## config.mk

```make
export PLATFORM = sky130hd
export DESIGN_NAME = elevador_scheduler
export DESIGN_NICKNAME = d
export VERILOG_FILES = /design/src/rtl/elevador_scheduler.sv
export SDC_FILE = /design/constraint.sdc
export NUM_CORES = 1
export LEC_CHECK = 0
export ABC_CLOCK_PERIOD_IN_PS = 2860
export BUFFER_PORTS_ARGS = -buffer_cell sky130_fd_sc_hd__clkbuf_2
export CAP_MARGIN = 30
export CORE_ASPECT_RATIO = 0.8
export CORE_MARGIN = 2
export CORE_UTILIZATION = 48
export CTS_CLUSTER_SIZE = 14
export DETAILED_ROUTE_END_ITERATION = 10
export PLACE_DENSITY = 0.65
export REMOVE_ABC_BUFFERS = 1
export SETUP_SLACK_MARGIN = 0.15
export SLEW_MARGIN = 20
export SYNTH_ARGS = -nofsm -noshare
export SYNTH_HDL_FRONTEND = slang
export SYNTH_SLANG_ARGS = --single-unit
```

## constraint.sdc

```tcl
create_clock -name clk -period 2.86 [get_ports clk]
set_input_delay 0 -clock clk [delete_from_list [all_inputs] [get_ports clk]]
set_output_delay 0 -clock clk [all_outputs]
set_load 0.005 [all_outputs]
```

## src/rtl/elevador_scheduler.sv

```systemverilog
// Elevator call scheduler: latches floor calls, runs a SCAN
// sequencer with timed floor moves and door dwell.
//
// Ports:
//   clk        rising-edge system clock
//   reset      synchronous, active-high
//   call       level call request per floor (bit i = floor i)
//   floor      current car floor (registered)
//   moving_up  high while the car is moving up
//   moving_dn  high while the car is moving down
//   door_open  high while the door dwell is running
//   pending    latched calls not yet served
module elevador_scheduler #(
    parameter int N_FLOORS    = 4,
    parameter int MOVE_CYCLES = 3,
    parameter int DOOR_CYCLES = 4,
    localparam int FW = (N_FLOORS > 1) ? $clog2(N_FLOORS) : 1
) (
    input  logic                clk,
    input  logic                reset,
    input  logic [N_FLOORS-1:0] call,
    output logic [FW-1:0]       floor,
    output logic                moving_up,
    output logic                moving_dn,
    output logic                door_open,
    output logic [N_FLOORS-1:0] pending
);

    localparam int TMAX = (MOVE_CYCLES > DOOR_CYCLES)
                        ? MOVE_CYCLES : DOOR_CYCLES;
    localparam int TW = (TMAX > 1) ? $clog2(TMAX) : 1;
    localparam logic [TW-1:0] T_MOVE = TW'(MOVE_CYCLES - 1);
    localparam logic [TW-1:0] T_DOOR = TW'(DOOR_CYCLES - 1);

    typedef enum logic [1:0] {IDLE, MOVE_UP, MOVE_DN, DOOR} state_t;

    state_t                state, state_nxt;
    logic [FW-1:0]         floor_nxt;
    logic [TW-1:0]         timer, timer_nxt;
    logic                  last_up, last_up_nxt;
    logic [N_FLOORS-1:0]   req, pending_nxt;
    logic                  stop;
    logic [FW-1:0]         stop_floor;
    logic [FW-1:0]         f_up, f_dn;

    function automatic logic any_above(input logic [N_FLOORS-1:0] r,
                                       input logic [FW-1:0] f);
        logic a;
        a = 1'b0;
        for (int i = 0; i < N_FLOORS; i++)
            if (i > int'(f)) a = a | r[i];
        return a;
    endfunction

    function automatic logic any_below(input logic [N_FLOORS-1:0] r,
                                       input logic [FW-1:0] f);
        logic b;
        b = 1'b0;
        for (int i = 0; i < N_FLOORS; i++)
            if (i < int'(f)) b = b | r[i];
        return b;
    endfunction

    assign req  = pending | call;
    assign f_up = floor + FW'(1);
    assign f_dn = floor - FW'(1);

    always_ff @(posedge clk) begin
        if (reset) begin
            state   <= IDLE;
            floor   <= '0;
            timer   <= '0;
            last_up <= 1'b1;
            pending <= '0;
        end else begin
            state   <= state_nxt;
            floor   <= floor_nxt;
            timer   <= timer_nxt;
            last_up <= last_up_nxt;
            pending <= pending_nxt;
        end
    end

    // stop/stop_floor mark the floor whose latched call is
    // cleared: on door entry and for the whole dwell, so calls
    // at the open-door floor are dropped rather than latched.
    always_comb begin
        state_nxt   = state;
        floor_nxt   = floor;
        timer_nxt   = timer;
        last_up_nxt = last_up;
        stop        = 1'b0;
        stop_floor  = floor;
        unique case (state)
            IDLE: begin
                if (req[floor]) begin
                    state_nxt = DOOR;
                    timer_nxt = T_DOOR;
                    stop      = 1'b1;
                end else if (any_above(req, floor) &&
                             (last_up || !any_below(req, floor))) begin
                    state_nxt   = MOVE_UP;
                    last_up_nxt = 1'b1;
                    timer_nxt   = T_MOVE;
                end else if (any_below(req, floor)) begin
                    state_nxt   = MOVE_DN;
                    last_up_nxt = 1'b0;
                    timer_nxt   = T_MOVE;
                end
            end
            MOVE_UP: begin
                if (timer != '0) begin
                    timer_nxt = timer - TW'(1);
                end else begin
                    floor_nxt = f_up;
                    if (req[f_up]) begin
                        state_nxt  = DOOR;
                        timer_nxt  = T_DOOR;
                        stop       = 1'b1;
                        stop_floor = f_up;
                    end else if (any_above(req, f_up)) begin
                        timer_nxt = T_MOVE;
                    end else begin
                        state_nxt = IDLE;
                    end
                end
            end
            MOVE_DN: begin
                if (timer != '0) begin
                    timer_nxt = timer - TW'(1);
                end else begin
                    floor_nxt = f_dn;
                    if (req[f_dn]) begin
                        state_nxt  = DOOR;
                        timer_nxt  = T_DOOR;
                        stop       = 1'b1;
                        stop_floor = f_dn;
                    end else if (any_below(req, f_dn)) begin
                        timer_nxt = T_MOVE;
                    end else begin
                        state_nxt = IDLE;
                    end
                end
            end
            DOOR: begin
                stop = 1'b1;
                if (timer != '0) timer_nxt = timer - TW'(1);
                else             state_nxt = IDLE;
            end
            default: state_nxt = IDLE;
        endcase
    end

    always_comb begin
        pending_nxt = req;
        if (stop) pending_nxt[stop_floor] = 1'b0;
    end

    always_comb begin
        moving_up = (state == MOVE_UP);
        moving_dn = (state == MOVE_DN);
        door_open = (state == DOOR);
    end

endmodule
```

Yosys cells after proc, flatten, opt, wreduce, memory -nomap -nowiden
Cells that the tools add are included.

word-level totals
  bits in registers = 11
  input bits = 6
  output and inout bits = 9
  logic and storage cells = 162

operators by class
  add/sub/neg operators = 3
  magnitude comparators = 17
  equality and inequality tests = 12
  mux-type cells = 99
  bitwise logic cells = 14
  reductions and logical operators = 12

operators with widths
  kind                                                        count
  two-way mux 1 bit                                           64
  two-way mux 2 bit                                           25
  case mux 2 bit (4 select lines)                             2
  less-than comparator 2 x 3 -> 1 bit, second input constant  4
  OR 1 bit                                                    10
  > comparator 2 bit, first input constant                    4
  less-than comparator 1 x 2 -> 1 bit, first input constant   4
  != test 4 x 1 -> 1 bit, second input constant               2
  case mux 2 bit (2 select lines)                             2
  binary-select mux 1 bit (select 2 bit)                      3
  != test 2 bit, second input constant                        3
  != test 3 bit, second input constant                        2
  AND reduction 3 bit                                         2
  AND reduction 6 bit                                         1
  nonzero test 2 bit                                          3
  AND 4 bit                                                   1
  equality test 2 bit, second input constant                  2
  > comparator 1 x 2 -> 1 bit, first input constant           2
  less-than comparator 2 bit, first input constant            2
  two-way mux 4 bit                                           1
  != test 4 bit, second input constant                        1
  NOT 4 bit                                                   1
  OR 4 bit                                                    1
  case mux 1 bit (4 select lines)                             1
  12 further kinds                                            14

Longest topological paths before layout
Gate-level depths: netlist of the first run.

  depth in word-level cells = 33
  depth in mapped cells = 9

Worst setup path after synthesis of the first run
No wires, ideal clock.

  path kind = reg2reg
  from = register floor[0]
  to = register state[0]
  arrival time = 2.220 ns
  slack = 0.523 ns
  cell stages (with the launch flop) = 9
  period minus slack after synthesis = 2.337 ns
  cell sequence = dfxtp_1 > inv_2 > ha_1 > clkbuf_1 > o221ai_1 > and3b_2 > a311oi_1 > nand2b_1 > a32o_1

on the way
  word-level cells in the longest chain between the ends = 18
  elaborated cells between the ends (all ways) = 97

RTL lines
  element                                                                                  line          text
  start, declared                                                                          22            output logic [FW-1:0] floor,
  start signal, assigned                                                                   77            floor <= floor_nxt;
  subtractor 2 x 1 -> 2 bit (tied with other cells)                                        66            assign f_dn = floor - FW'(1);
  less-than comparator 1 x 2 -> 1 bit (tied with other cells)                              60            if (i < int'(f)) b = b | r[i];
  two-way mux 1 bit (on tied branches)                                                     60, 51, 96
  two-way mux 1 bit (on tied branches)                                                     133, 116, 94
  two-way mux 1 bit (tied with other cells)                                                129           if (timer != '0) begin
  two-way mux 1 bit (on tied branches)                                                     94, 60
  OR 1 bit (tied with other cells)                                                         60
  two-way mux 1 bit (on tied branches)                                                     60, 51, 94
  [... 2 more ...]                                                                         n/a
  two-way mux 1 bit (on tied branches)                                                     94, 96
  OR 1 bit (tied with other cells)                                                         60
  two-way mux 1 bit (tied with other cells)                                                60
  two-way mux 1 bit (tied with other cells)                                                133           if (req[f_dn]) begin
  two-way mux 1 bit (tied with other cells)                                                129
  two-way mux 1 bit or two-way mux 2 bit (tied branches)                                   94, 100
  != test 3 bit (no source line) or two-way mux 2 bit (tied branches)                      n/a
  AND reduction 6 bit (no source line) or case mux 2 bit (4 select lines) (tied branches)  n/a
  end signal, assigned                                                                     76            state <= state_nxt;
  end, declared                                                                            37            state_t state, state_nxt;

Several ways; a longest one is shown, not always the timed one. The select of a mux whose other input is x is not followed.
A chain may end at the register's enable or synchronous reset.

Worst setup path after layout of the first run
  from = register state[0]
  to = register pending[2]

on the way
  word-level cells in the longest chain between the ends = 9
  elaborated cells between the ends (all ways) = 14

RTL lines
  element                                                                                                                  line  text
  equality test 2 bit or equality test 2 x 1 -> 1 bit (tied branches)                                                      94    unique case (state)
  case mux 2 bit (2 select lines)                                                                                          94
  less-than comparator 2 x 3 -> 1 bit (not written as such) or greater-or-equal comparator 2 x 1 -> 1 bit (tied branches)  156   if (stop) pending_nxt[stop_floor] = 1'b0;
  logical AND 1 bit (not written as such)                                                                                  156
  two-way mux 1 bit (not written as such)                                                                                  156
  demux 1 bit (select 2 bit)                                                                                               156
  NOT 4 bit (no source line)                                                                                               n/a
  AND 4 bit (no source line)                                                                                               n/a
  two-way mux 4 bit (*)                                                                                                    156
  end signal, assigned                                                                                                     80    pending <= pending_nxt;
  end, declared                                                                                                            26    output logic [N_FLOORS-1:0] pending

Every way passes the cells marked *; elsewhere a longest branch is shown, timed or not.

==> impl_metrics.toml, run 1 <==
[run_status]
status = "complete, no violations"

[setup_path]
worst_ep_arrival_time_ns = 2.68
cp-end-kind = "flop"
critPathKind = "reg -> reg"
cp.required_ns = 3.06
crit_slowest_cell = "or4_1"
rr_endpoint = "pending[2]"
crit_chain = "inv_1 -> ha_1 -> nand2_1 -> or4_1 -> a22o_1 -> a41oi_1 -> a211oi_1 -> a211oi_1"
cpMostUsedCell = "a211oi_1"
cpPeakStageDelay_ns = 0.48
timing.rr.start = "state[0]"
reg2reg_depth = 8
startpoint_type = "flop"
r2r_slack_ns = 0.37
worstPathMaxFanout = 8

[floorplanning]
fp.dieW_um = 56.8
die_h_um = 46.3
start_util_pct = 50.1
rows = 15
io_pins = 15
die_area_um2 = 2630
core_area_um2 = 2140

[placed_design]
dp.cells = 168
port_buffers = 14
dp_hpwl_um = 2260
place_area_um2 = 1180
gp_congestion = 0.954

[worst_hold_path]
hp-class = "in -> reg"
worstHoldStart = "reset"
holdPathEnd = "floor[1]"
min_path_cells = 2

[yosys]
ys_seq_area_share_pct = 20.6
yosys_warnings = 0
synth_cell_type_count = 48
synthCells = 131
synth-async-reset-ratio_pct = 0
synth_ff_type = "dfxtp_1"
synth.avg_cell_area_um2 = 8.18
synth-seq-cells = 11
syn-cell-area_um2 = 1070
synth-edff-count = 0

[layout]
final_cell_mix = "clkbuf_2 (14), ha_1 (11), dfxtp_1 (11)"
drive_gt1_share_pct = 23.1
fin_area_um2 = 1210
diodes = 0
fin_cells = 172
layout_commonest_cell = "clkbuf_2"
area_growth_pct = 12.9
final_nets = 165

[global_routing]
grt_remaining_overflow = 0
use_met2_pct = 37.9
grt_pass1_vias = 987
grt_max_degree = 14
antenna_found_initial = 0
grt_use_met3_pct = 7.02
grt_pass1_wl_um = 4820
met1_usage_pct = 33.2
grt_use_total_pct = 24.4
top_usage_layer = "met2"

[drt]
wl_um = 2910
vias_per_cell = 6.31
via_count = 1086
avgRoutedWirePerCell_um = 16.9
first_pass_iters = 5
drc = 0
drt.antenna.violating_nets = 0
drtIter0Drc = 55

[power]
p_leak_nw = 0.537
power_mw = 1.39
p_int_mw = 0.684
vdd_drop_max_v = 0.000631
share_comb_of_total_power_pct = 72.9
clkPwrFrac_pct = 8.5
p_switching_mw = 0.705
power.density_nw_per_um2 = 1150
p_sw_share_pct = 50.7
power_frac_seq_pct = 18.6

[cts]
tritoncts_num_sinks = 11
numCtsBuffers = 3
cts_root_buf = "clkbuf_4"
insertion_delay_ns = 0.29
cts_buffer_depth = 2
h-tree-depth = 1
path_clk_slew_ns = 0.09
postCtsHoldBufs = 0
cts_tree = "done"

[sta]
finalSetupTns_ns = 0
finClkSkew_ns = 0.00880
layout_min_cycle_time_ns = 2.49
slew_headroom_pct = 66.6
rsz0062_at_grt = "false"
finalHoldViolations = 0
drv_slew = 0
worst_slew_pin_slew_ns = 0.497
finalCritPeriodShare_pct = 87.0
fmax_ghz = 0.402
setup_violations = 0
hold_slack_ns = 0.0438

[flow_run]
maxCapViolCount = 0
worst max-delay path: cells and delay by family, from the launching register on:
family | cells | cell delay (ns)
buffers and inverters | 1 | 0.08
AND/OR/NAND/NOR | 2 | 0.64
flip-flops | 1 | 0.39
AO/OA/AOI/OAI | 4 | 0.86
adder cells (fa/ha/maj) | 1 | 0.43
Yosys cell counts, types with 3 or more instances:
library cell   n  area, um^2
a211oi_1       8        60.1
o21ai_0        6        30.0
nand2_1        8        30.0
a21oi_1        6        30.0
ha_1          11         138
inv_1          9        33.8
nor2_1         9        33.8
nor3_1         6        30.0
dfxtp_1       11         220
or2_2          3        18.8
clkbuf_1       5        18.8
stage by stage:
step	setup slack (ns)	util [%]
floorplan	0.495	-
global placement	0.421	55.0
detailed placement	0.396	55.0
CTS	0.359	56.3
global route	0.196	56.5
finish	0.371	56.5
how the worst max path moves through the flow:
stage,to,from,cells after the start
detailed placement,pending[2],floor[1],8
global route,pending[3],floor[1],8
floorplan,pending[0],floor[0],8
CTS,pending[2],floor[1],8
global placement,pending[3],state[0],8
finish,pending[2],state[0],8
registers in the layout, indices dropped and copies added (netlist names):
name     flops
pending      4
state        2
floor        2
timer        2
last_up      1
cell type report:
class / count / area (um^2)
clock buffers: 3 / 22.5
inverters: 10 / 37.5
repair buffers: 17 / 92.6
fillers: 220 / 931
well taps: 25 / 31.3
clock inverters: 1 / 5.00
flip-flops and latches: 11 / 220
multi-input cells: 105 / 800
power by group through the flow:
stage | Sequential, mW | Clock (mW) | Combinational [mW]
after floorplan | 0.262 | 0 | 0.712
after global placement | 0.259 | 0 | 0.986
after detailed placement | 0.262 | 0 | 0.980
after CTS | 0.258 | 0.122 | 0.987
after global routing | 0.267 | 0.127 | 1.11
final | 0.258 | 0.118 | 1.01
logic make-up after synthesis:
kind of cell / after synthesis / share of synthesized area [%]
simple gates: 40 / 19.4
xor+xnor: 1 / 0.818
mux: 3 / 5.49
fa+ha+maj: 11 / 12.9
compound gates: 50 / 35.6
flops: 11 / 20.6
buf+inv: 15 / 5.26
layer usage:
layer / wire length, um / up-vias
met1: 1300 / 503
met3: 264 / 4
met4: 27 / 0
met2: 1320 / 46
met5: 0 / -
li1: - / 533
what timing repair did:
action                     in CTS  in global routing
buffers inserted                0                  0
setup endpoints to repair       0                  1
gates resized for setup         0                  1
No activity file was read; power rests on OpenSTA's default activity.
==> inputs of run 2 (changes only) <==
Settings changed: ABC_AREA set to 1, PLACE_DENSITY 0.65 to 0.64, SKIP_LAST_GASP set to 1.
==> run 2 against run 1 <==
Net effect:
- flip-flop and latch count unchanged
- sequential power grew 5%
- combinational power increased by 9.9%
- critical endpoint is now state[1]
==> impl_metrics.toml, run 2 <==
[setup_path]
startpoint_type = "flop"
rr_endpoint = "state[1]"
crit_family = "flip-flops"
reg2reg_depth = 11
worstPathMaxFanout = 9
critPathBufInv = 2
worst_ep_arrival_time_ns = 2.30
timing.rr.start = "floor[1]"
crit_chain = "inv_2 -> ha_1 -> inv_2 -> a21oi_1 -> o21ai_1 -> nand2_1 -> nand2_1 -> a21oi_2 -> nand2_1 -> nand3_1 -> nand2_1"
cpPeakStageDelay_ns = 0.51
cpMostUsedCell = "nand2_1"
crit_slowest_cell = "dfxtp_1"
critPathKind = "reg -> reg"
r2r_slack_ns = 0.74
cp.required_ns = 3.03
cp-end-kind = "flop"

[sta]
finClkSkew_ns = 0.00486
finalCritPeriodShare_pct = 74.3
slew_headroom_pct = 70.8
worst_slew_pin_slew_ns = 0.438
drv_slew = 0
rsz0062_at_grt = "false"
finalSetupTns_ns = 0
setup_violations = 0
layout_min_cycle_time_ns = 2.12
fmax_ghz = 0.471
finalHoldViolations = 0

[drt]
avgRoutedWirePerCell_um = 12.6
drc = 0
drt.antenna.violating_nets = 0
via_count = 1173
vias_per_cell = 5.33
first_pass_iters = 4
wl_um = 2780
drtIter0Drc = 47

[placed_design]
dp.cells = 215
gp_congestion = 0.902
port_buffers = 14
place_area_um2 = 1250
dp_hpwl_um = 2250

[layout]
fin_cells = 220
max_flop_register = "pending"
diodes = 0
final_nets = 213
final_cell_mix = "nand2_1 (39), nor2_1 (27), inv_1 (16)"
drive_gt1_share_pct = 27.2
layout_commonest_cell = "nand2_1"
utilization_pct = 57.9
largest_register_ffs = 4
fin_area_um2 = 1290
area_growth_pct = 11.0

[cts]
tritoncts_num_sinks = 11
numCtsBuffers = 3
insertion_delay_ns = 0.28
postCtsSetupBuffers = 0
h-tree-depth = 1
cts_root_buf = "clkbuf_4"
cts_tree = "done"
path_clk_slew_ns = 0.08
cts_buffer_depth = 2
ctsResizeCount = 0
postCtsHoldBufs = 1

[floorplanning]
fp.dieW_um = 59.1
die_h_um = 48.1
io_pins = 15
core_area_um2 = 2230
rows = 15
start_util_pct = 52.2
die_area_um2 = 2840

[yosys]
netlist.area_leader.share_pct = 18.9
synth-edff-count = 0
synth_cell_type_count = 28
synth.avg_cell_area_um2 = 6.58
synth-async-reset-ratio_pct = 0
netlist_top_cells_area = "dfxtp_1 (19%), nand2_1 (13%), ha_1 (12%)"
synth_commonest_cells = "nand2_1 (39), nor2_1 (27), inv_1 (16)"
yosysMostFrequentCell = "nand2_1"
synth-seq-cells = 11
ys_seq_area_share_pct = 18.9
synth_ff_type = "dfxtp_1"
synth_area_leader_cell = "dfxtp_1"
yosys_warnings = 0
syn-cell-area_um2 = 1160
synthCells = 177

[global_routing]
grt_pass1_vias = 1000
use_met2_pct = 36.0
grt_use_total_pct = 22.0
grt_max_degree = 14
grt_use_met3_pct = 1.62
grt_pass1_wl_um = 4540
grt_remaining_overflow = 0
antenna_found_initial = 0
met1_usage_pct = 30.8
top_usage_layer = "met2"

[power]
p_leak_nw = 0.676
power_mw = 1.49
power.density_nw_per_um2 = 1150
vdd_drop_max_v = 0.000463

[worst_hold_path]
worstHoldStart = "call[3]"
holdPathEnd = "pending[3]"
hp-class = "in -> reg"
min_path_cells = 3

[flow_run]
maxCapViolCount = 0

[run_status]
status = "complete, no violations"
==> run 2: changes by cell type after synthesis, moves of 5 or more <==
| cell | change |
|---|---|
| nand3_2 | +5 |
| nand3_1 | +11 |
| inv_1 | +7 |
| clkbuf_1 | -5 |
| nand2_1 | +31 |
| nand2_2 | +5 |
| nor2_1 | +18 |
| nor3_1 | -5 |
| o21ai_1 | +5 |
| a211oi_1 | -8 |
==> run 2: logic make-up (layout without fill, tap and decap cells) <==
group	after synthesis	in the layout	synth area share (%)
AND/OR/NAND/NOR	104	104	45.8
buffers and inverters	24	42	9.13
flip-flops	11	11	18.9
adder cells (fa/ha/maj)	11	11	11.8
AO/OA/AOI/OAI	27	27	14.4
==> run 2: how the worst max path moves through the flow <==
stage | cells past startpoint | startpoint | to | slack, ns
floorplan | 14 | floor[0] | pending[1] | 0.86
finish | 11 | floor[1] | state[1] | 0.74
global placement | 12 | floor[1] | pending[3] | 0.85
global route | 11 | floor[1] | state[1] | 0.54
CTS | 11 | floor[1] | state[1] | 0.74
detailed placement | 11 | floor[1] | state[1] | 0.76
==> run 2: through the flow <==
stage | setup slack [ns] | hold WS [ns]
detailed placement | 0.762 | 0.240
CTS | 0.739 | 0.0304
finish | 0.735 | 0.0251
floorplan | 0.856 | 0.0624
global placement | 0.846 | 0.232
global route | 0.545 | 0.0678
==> run 2: power by group <==
part           internal, mW  leakage (nW)  switching (mW)  total [mW]
logic                 0.389         0.567           0.720        1.11
registers             0.214        0.0915          0.0561       0.270
clock network        0.0519        0.0177          0.0603       0.112
total                 0.655         0.676           0.837        1.49
==> run 2: layout make-up <==
| cell class | count | area (um^2) |
|---|---|---|
| clock buffer | 3 | 22.5 |
| clock inverter | 1 | 5.00 |
| fill | 212 | 941 |
| inverter | 22 | 87.6 |
| multi-input combinational | 142 | 838 |
| sequential | 11 | 220 |
| tap | 25 | 31.3 |
| timing repair buffer | 16 | 87.6 |
==> run 2: metal layers <==
| metal | vias to the layer above | share of wire, % |
|---|---|---|
| met5 | - | 0 |
| met4 | 0 | 2.0 |
| met3 | 7 | 5.6 |
| met2 | 40 | 42 |
| met1 | 518 | 50 |
| li1 | 608 | - |
==> run 2: worst register-to-register path: stages, from the launching register on <==
cell and delay [ns]:
dfxtp_1 0.51, inv_2 0.14, ha_1 0.44, inv_2 0.11, a21oi_1 0.14, o21ai_1 0.11
nand2_1 0.09, nand2_1 0.06, a21oi_2 0.19, nand2_1 0.10, nand3_1 0.08, nand2_1 0.06
==> inputs of run 3 (changes only) <==
Settings changed: ABC_CLOCK_PERIOD_IN_PS 2860 to 2200.
Clock period 2.86 ns to 2.2 ns, I/O delays scaled along.
==> run 3 against run 2 <==
Net effect:
- core utilization up 0.78 points
- final cell count up 0.91%
- via count up 0.68%
- count of clock-buffer cells in the layout unchanged
- combinational power up 33%
- critical endpoint is now state[0]
- final area up 1.4%
- critical path depth unchanged
- first-iteration DRC count up 19%
- die area unchanged
- largest cell class unchanged
- clock skew about the same
- clock power up 38%
==> impl_metrics.toml, run 3 (same netlist as run 2, synthesis figures left out) <==
[floorplanning]
core_area_um2 = 2230
start_util_pct = 52.2
die_h_um = 48.1
fp.dieW_um = 59.1
io_pins = 15
rows = 15
die_area_um2 = 2840

[global_routing]
grt_pass1_wl_um = 4590
antenna_found_initial = 0
grt_max_degree = 14
grt_remaining_overflow = 0
grt_use_total_pct = 22.1
grt_pass1_vias = 983

[power]
share_comb_of_total_power_pct = 75.0
p_sw_share_pct = 55.6
p_leak_nw = 0.685
clkPwrFrac_pct = 7.9
p_int_mw = 0.874
power_frac_seq_pct = 17.1
power.density_nw_per_um2 = 1500
power_mw = 1.97
p_switching_mw = 1.10
vdd_drop_max_v = 0.000734

[cts]
numCtsBuffers = 3
path_clk_slew_ns = 0.09
h-tree-depth = 1
cts_tree = "done"
cts_root_buf = "clkbuf_4"
tritoncts_num_sinks = 11
postCtsSetupBuffers = 0
cts_buffer_depth = 2
insertion_delay_ns = 0.29

[placed_design]
port_buffers = 14
dp.cells = 217
dp_hpwl_um = 2220
gp_congestion = 0.886

[layout]
max_flop_register = "pending"
area_growth_pct = 12.5
final_nets = 215
drive_gt1_share_pct = 28.4
diodes = 0
layout_commonest_cell = "nand2_1"
final_cell_mix = "nand2_1 (39), nor2_1 (27), inv_1 (16)"
fin_cells = 222
largest_register_ffs = 4

[sta]
rsz0062_at_grt = "false"
finalHoldViolations = 0
layout_min_cycle_time_ns = 1.84
hold_slack_ns = 0.0165
fmax_ghz = 0.544
drv_slew = 0
slew_headroom_pct = 80.7
worst_slew_pin_slew_ns = 0.289
setup_violations = 0
finClkSkew_ns = 0.00460
finalCritPeriodShare_pct = 83.6
finalSetupTns_ns = 0

[drt]
vias_per_cell = 5.32
drc = 0
drt.antenna.violating_nets = 0
wl_um = 2810
via_count = 1181
avgRoutedWirePerCell_um = 12.7
drtIter0Drc = 56
first_pass_iters = 4

[worst_hold_path]
hp-class = "in -> reg"

[flow_run]
maxCapViolCount = 0

[setup_path]
critPathKind = "reg -> reg"
cp-end-kind = "flop"
cp.required_ns = 2.39
worst_ep_arrival_time_ns = 2.03
worstPathMaxFanout = 10
startpoint_type = "flop"

[run_status]
status = "complete, no violations"
==> run 3: worst paths after layout <==
| check | slack (ns) | depth (start not counted) | start | to |
|---|---|---|---|---|
| hold reg to reg | 0.51 | 2 | state[1] | state[1] |
| setup reg to reg | 0.36 | 11 | floor[0] | state[0] |
| setup / recovery | 0.36 | 11 | floor[0] | state[0] |
| hold / removal | 0.02 | 3 | call[3] | pending[3] |
==> run 3: what timing repair did <==
action / CTS / global route
gates resized for setup: 0 / 1
endpoints found under the setup margin: 0 / 3
hold endpoints to repair: 2 / 0
hold buffers: 1 / 0
==> run 3: power by group through the flow <==
stage | Sequential, mW | Clock, mW | Combinational [mW]
after floorplan | 0.362 | 0 | 1.10
after global placement | 0.339 | 0 | 1.45
after detailed placement | 0.343 | 0 | 1.45
after CTS | 0.338 | 0.159 | 1.46
after global routing | 0.348 | 0.176 | 1.66
final | 0.337 | 0.155 | 1.48
==> run 3: area by class of cell <==
class	count	area, um^2
multi-input combinational	142	841
sequential	11	220
timing repair buffer	18	103
fill	218	923
tap	25	31.3
clock inverter	1	5.00
inverter	22	87.6
clock buffer	3	22.5
==> run 3: metrics by stage <==
stage	area (um^2)	util [%]	worst slack, ns
final	1310	58.7	0.362
after global routing	1310	58.7	0.208
after CTS	1310	58.5	0.299
after detailed placement	1270	56.9	0.297
after global placement	1270	56.9	0.342
after floorplan	1150	-	0.196
==> run 3: layer usage <==
metal	wire length (um)	up-vias	global-route usage, %
li1	-	610	-
met1	1450	533	32.1
met2	1190	36	33.1
met3	160	2	5.68
met4	10	0	4.09
met5	0	-	0
==> run 3: worst max-delay path, cell delays in order (launching register included) <==
cell and delay (ns):
dfxtp_1 0.41, inv_6 0.08, ha_2 0.40, inv_2 0.09, a21oi_1 0.13, o21ai_1 0.11
nand2_1 0.08, nand2_1 0.05, a21oi_2 0.16, nand2_1 0.09, nand2_1 0.08, a21oi_2 0.05
